--- config.mk ---
export PLATFORM = sky130hd
export DESIGN_NAME = snake_dir_input
export DESIGN_NICKNAME = d
export VERILOG_FILES = /design/src/rtl/snake_pkg.sv /design/src/rtl/snake_btn_debounce.sv /design/src/rtl/snake_dir_input.sv
export SDC_FILE = /design/constraint.sdc
export NUM_CORES = 1
export LEC_CHECK = 0
export ABC_AREA = 1
export CORE_ASPECT_RATIO = 0.7
export CORE_MARGIN = 4
export CORE_UTILIZATION = 55
export CTS_BUF_LIST = sky130_fd_sc_hd__clkbuf_4 sky130_fd_sc_hd__clkbuf_8 sky130_fd_sc_hd__clkbuf_16
export CTS_CLUSTER_DIAMETER = 40
export DETAILED_ROUTE_END_ITERATION = 12
export GPL_TIMING_DRIVEN = 0
export HOLD_SLACK_MARGIN = 0.12
export PLACE_DENSITY_LB_ADDON = 0.08
export SKIP_LAST_GASP = 1
export SYNTH_ARGS = -nofsm -noshare
export SYNTH_HDL_FRONTEND = slang
export SYNTH_SLANG_ARGS = --single-unit
--- constraint.sdc ---
create_clock -name clk -period 4.1 [get_ports clk]
set_clock_uncertainty 0.2 [all_clocks]
set_input_delay 0.82 -clock clk [delete_from_list [all_inputs] [get_ports clk]]
set_output_delay 0.82 -clock clk [all_outputs]
set_load 0.01 [all_outputs]
--- src/rtl/snake_pkg.sv ---
// snake_pkg -- shared types and constants for the snake game front end.
// Direction codes are fixed by the game core: left=00, down=01, up=10, right=11.
package snake_pkg;

   typedef enum logic [1:0] {
      DIR_LEFT  = 2'b00,
      DIR_DOWN  = 2'b01,
      DIR_UP    = 2'b10,
      DIR_RIGHT = 2'b11
   } dir_t;

   localparam int   NUM_DIR_BTN = 4;
   localparam dir_t DIR_RESET   = DIR_RIGHT;   // game start heading

   // One-hot form of a direction code, bit index equals the code value.
   function automatic logic [NUM_DIR_BTN-1:0] dir_onehot(input dir_t d);
      return NUM_DIR_BTN'(1) << d;
   endfunction

endpackage

--- src/rtl/snake_btn_debounce.sv ---
// snake_btn_debounce -- one raw button: 2-flop synchronizer, counter debouncer
// and rising-edge detect on the debounced level.
// A button held through reset is ignored until it has been seen released.
module snake_btn_debounce
   import snake_pkg::*;
#(
   parameter int DEBOUNCE_CYCLES = 10000
) (
   input  logic clk,
   input  logic clear_n,
   input  logic btn,
   output logic rise
);

   localparam int               CNT_W    = $clog2(DEBOUNCE_CYCLES);
   localparam logic [CNT_W-1:0] CNT_LAST = CNT_W'(DEBOUNCE_CYCLES - 1);

   logic             sync1;
   logic             sync2;
   logic             armed;
   logic             stable;
   logic             stable_q;
   logic [CNT_W-1:0] cnt;

   // Two-flop synchronizer, seeded high so a level present at reset release reads as "held".
   always_ff @(posedge clk or negedge clear_n) begin
      // NOTE: sequential state uses non-blocking assignments so every flop samples pre-edge values.
      if (!clear_n) begin
         sync1 <= 1'b1;
         sync2 <= 1'b1;
      end else begin
         sync1 <= btn;
         sync2 <= sync1;
      end
   end

   // Arm the debouncer once a released level has been sampled after reset.
   always_ff @(posedge clk or negedge clear_n) begin
      if (!clear_n) armed <= 1'b0;
      else if (!sync2) armed <= 1'b1;
   end

   // Debouncer: accept a level change only after DEBOUNCE_CYCLES consecutive differing samples.
   always_ff @(posedge clk or negedge clear_n) begin
      if (!clear_n) begin
         cnt    <= '0;
         stable <= 1'b0;
      end else if (!armed || (sync2 == stable)) begin
         cnt <= '0;
      end else if (cnt == CNT_LAST) begin
         stable <= sync2;
         cnt    <= '0;
      end else begin
         cnt <= cnt + CNT_W'(1);
      end
   end

   // Delayed debounced level for edge detection.
   always_ff @(posedge clk or negedge clear_n) begin
      if (!clear_n) stable_q <= 1'b0;
      else          stable_q <= stable;
   end

   assign rise = stable & ~stable_q;

endmodule

--- src/rtl/snake_dir_input.sv ---
// snake_dir_input -- debounced, priority-resolved direction request for the game core.
// Holds the latest press until the move tick acks it; all outputs are registered.
// Optional build macro SNAKE_DIR_REVERSE_FILTER_EN: discard presses that reverse the
// current heading and pulse dir_reject instead.
module snake_dir_input
   import snake_pkg::*;
#(
   parameter int DEBOUNCE_CYCLES = 10000
) (
   input  logic       clk,
   input  logic       clear_n,
   input  logic [3:0] btn,
   input  logic       dir_ack,
   output logic       dir_valid,
   output logic [1:0] dir_code,
   output logic [3:0] direction,
   output logic       dir_reject
);

   logic [NUM_DIR_BTN-1:0] rise;
   logic                   win_vld;
   dir_t                   win_code;
   logic                   is_reverse;
   logic                   accept;
   logic                   reject_d;
   logic                   valid_q;
   logic                   valid_d;
   dir_t                   code_q;
   dir_t                   code_d;
   logic [3:0]             direction_q;
   logic                   reject_q;

   for (genvar i = 0; i < NUM_DIR_BTN; i++) begin : g_btn
      snake_btn_debounce #(
         .DEBOUNCE_CYCLES(DEBOUNCE_CYCLES)
      ) u_btn (
         .clk    (clk),
         .clear_n(clear_n),
         .btn    (btn[i]),
         .rise   (rise[i])
      );
   end

   // Resolve simultaneous edges: right > left > down > up; losers are dropped.
   always_comb begin
      // NOTE: every output of a combinational block gets a default first, so no latch is inferred.
      win_vld  = 1'b1;
      win_code = DIR_RIGHT;
      if      (rise[3]) win_code = DIR_RIGHT;
      else if (rise[0]) win_code = DIR_LEFT;
      else if (rise[1]) win_code = DIR_DOWN;
      else if (rise[2]) win_code = DIR_UP;
      else              win_vld  = 1'b0;
   end

`ifdef SNAKE_DIR_REVERSE_FILTER_EN
   // code_q is the pending code when valid, else the last acked one -- the reference either way.
   assign is_reverse = (win_code == dir_t'(~code_q));
`else
   assign is_reverse = 1'b0;
`endif

   assign accept   = win_vld & ~is_reverse;
   assign reject_d = win_vld &  is_reverse;

   // Request register next state: an accepted press beats a same-cycle ack.
   always_comb begin
      valid_d = valid_q;
      code_d  = code_q;
      if (accept) begin
         valid_d = 1'b1;
         code_d  = win_code;
      end else if (dir_ack) begin
         valid_d = 1'b0;
      end
   end

   // Registered request state and outputs.
   always_ff @(posedge clk or negedge clear_n) begin
      if (!clear_n) begin
         valid_q     <= 1'b0;
         code_q      <= DIR_RESET;
         direction_q <= '0;
         reject_q    <= 1'b0;
      end else begin
         valid_q     <= valid_d;
         code_q      <= code_d;
         direction_q <= valid_d ? dir_onehot(code_d) : 4'b0000;
         reject_q    <= reject_d;
      end
   end

   assign dir_valid  = valid_q;
   assign dir_code   = code_q;
   assign direction  = direction_q;
   assign dir_reject = reject_q;

endmodule

==> results.cfg <==
[cts]
postCtsHoldBufs = 0
cts_resized = 0
post_cts_buffers = 0
numCtsBuffers = 9
clock_path_buffers = 2
cts_root_buf = clkbuf_8
clk_latency_ns = 0.36
cts.sinks = 83
h-tree-depth = 3
tritoncts = done
clk_pin_slew_ns = 0.08

[worst_setup_path]
path_class = flop to output pin
slowest_stage = dfstp_2
critPathBufInv = 1
worstSetupStartpointType = flop
cpPeakStageDelay_ns = 0.55
crit_arrival_ns = 1.44
crit_path_end_kind = output pin
cp.required_ns = 3.08
cpLargestDelayFamily = flip-flops
crit_path_max_fanout = 2
path_cells = clkdlybuf4s50_1

[global_routing]
busiest_layer = met2
grt_pass1_wl_mm = 13.6
grt_use_total_pct = 18.8
use_met3_pct = 4.37
met1_usage_pct = 26.2
grt_overflow = 0
grt_max_degree = 43
antenna_found_initial = 0
use_met2_pct = 28.9
grt_pass1_vias = 3024

[sta]
fin_ws_ns = 1.64
finalHoldViolations = 0
finalSetupViolations = 0
slew_viol_final = 0
fmax_mhz = 406
fin_crit_ns = 2.46
finalHoldWorstSlack_ns = 0.147
slew_headroom_pct = 64.3
rsz0062_at_grt = no
worst_pin_slew_ns = 0.536
fin_crit_sh_pct = 60.1
setup_tns_ns = 0

[cells_and_area]
final_cell_mix = 118 x nor2_1, 110 x nand2_1, 73 x dfrtp_1, 72 x inv_1, 26 x nand3_1
nFillCells = 646
num_antenna_cells = 0
syn2layout_area_growth_pct = 11.9
final_common_cell = nor2_1
stdcell_count = 640
drive_gt1_share_pct = 10.1
nets = 552

[floorplanning]
core_area_sq_um = 7290
die_w_um = 112
die_h_um = 80.5
pin_count = 15
dieArea_sq_um = 8980
initial_core_util_pct = 56.7
row_count = 26

[synthesis]
synth.area.top_cells = dfrtp_1 44%, nor2_1 11%, nand2_1 10%
synth.yosys.seq_area_share_pct = 50.6
synth_nets = 527
syn_inst = 512
yosysTopAreaCell = dfrtp_1
avgSynthCellArea_sq_um = 8.07
yosys_warnings = 0
synth_seq_cells = 83
synth.distinct_cells = 20
syn_area_sq_um = 4130
synth_top_area_share_pct = 44.2

[pwr]
power_leakage_nw = 2.16
peakVddDrop_uv = 239
power_density_nw_per_um2 = 334
total_power_w = 0.00155

[drt]
drc = 0
vias = 3167
wl_per_cell_um = 11.7
first_iter_violations = 242
routed_wl_mm = 7.49
firstDrtPassIters = 4
ant_nets = 0
drt-vias-per-instance = 4.95

[status]
status = completed

[placed_design]
placed_cells = 624
routabilityCongestion = 0.886
dpl.hpwl_mm = 5.50
dp_slack_ns = 2.02
io_buffers = 13

[job]
drv_cap = 0

[worst_hold_path]
hold_path_class = flop to flop
[area by class of cell]
class                           instances  area (sq um)  area share, %
Buffer                                  1          7.51          0.162
Clock inverter                          4          55.1           1.19
Inverter                               72           270           5.85
Timing Repair Buffer                   14           148           3.19
Tap cell                               98           123           2.65
Multi-Input combinational cell        356          1760           38.2
Sequential cell                        83          2090           45.2
Clock buffer                           12           165           3.57
[state kept, by name, indices dropped and copies added, names as in the netlist]
signal,cells
direction,4
g_btn.u_btn.cnt,56
g_btn.u_btn.sync2,4
dir_code,2
g_btn.u_btn.sync1,4
g_btn.u_btn.stable,4
g_btn.u_btn.stable_q,4
dir_valid,1
g_btn.u_btn.armed,4
[stage by stage]
| step | util (%) | cell area [sq um] |
|---|---|---|
| after detailed placement | 60.4 | 4400 |
| after global placement | 60.2 | 4380 |
| final | 63.4 | 4620 |
| after global routing | 63.4 | 4620 |
| after CTS | 63.4 | 4620 |
| after floorplan | - | 4130 |
[logic make-up (layout without fill, tap and decap cells)]
group	Yosys count	in the layout	share of synthesized area, %
buffers and inverters	73	103	6.72
flip-flops	83	83	50.6
AND/OR/NAND/NOR	304	304	32.2
other	1	1	0.0908
adder cells (fa/ha/maj)	8	8	2.42
XOR/XNOR	28	28	5.94
AO/OA/AOI/OAI	15	15	2.03
[synth_stat cells, drive strengths merged]
| master | instances |
|---|---|
| a21oi | 5 |
| a31oi | 5 |
| buf | 1 |
| conb | 1 |
| dfrtp | 73 |
| dfstp | 10 |
| ha | 8 |
| inv | 72 |
| nand2 | 118 |
| nand3 | 32 |
| nand4 | 24 |
| nor2 | 130 |
| o21ai | 4 |
| o21bai | 1 |
| xnor2 | 20 |
| xor2 | 8 |
[layer usage]
| layer | vias to the layer above | share of wire (%) |
|---|---|---|
| li1 | 1633 | - |
| met1 | 1464 | 51 |
| met2 | 66 | 43 |
| met3 | 4 | 5.0 |
| met4 | 0 | 0.67 |
| met5 | - | 0 |
[path summary, 6_finish.rpt]
path | startpoint | end | slack, ns | cells past startpoint
max | dir_code[1] | dir_code[1] | 1.64 | 1
min in group asynchronous | clear_n | g_btn[3].u_btn.cnt[2] | 0.22 | 1
max in group asynchronous | clear_n | dir_code[1] | 2.82 | 2
min | g_btn[3].u_btn.sync1 | g_btn[3].u_btn.sync2 | 0.15 | 0
max reg2reg | g_btn[0].u_btn.cnt[0] | g_btn[0].u_btn.cnt[3] | 2.48 | 6
min reg2reg | g_btn[3].u_btn.sync1 | g_btn[3].u_btn.sync2 | 0.15 | 0
[power by group]
part / leakage (nW) / internal (W) / switching (W) / total [W]
combinational: 0.953 / 0.0000218 / 0.0000384 / 0.0000602
sequential: 1.09 / 0.000835 / 0.0000158 / 0.000851
clock: 0.115 / 0.000337 / 0.000298 / 0.000635
total: 2.16 / 0.00119 / 0.000352 / 0.00155
[worst register-to-register path, stage by stage, from the launching register on]
cell     delay (ns)
dfrtp_1        0.44
ha_1           0.19
nand3_2        0.11
nor2_2         0.18
nand2_1        0.15
nand2_2        0.17
nor2_1         0.07
(Power assumes the default switching activity.)
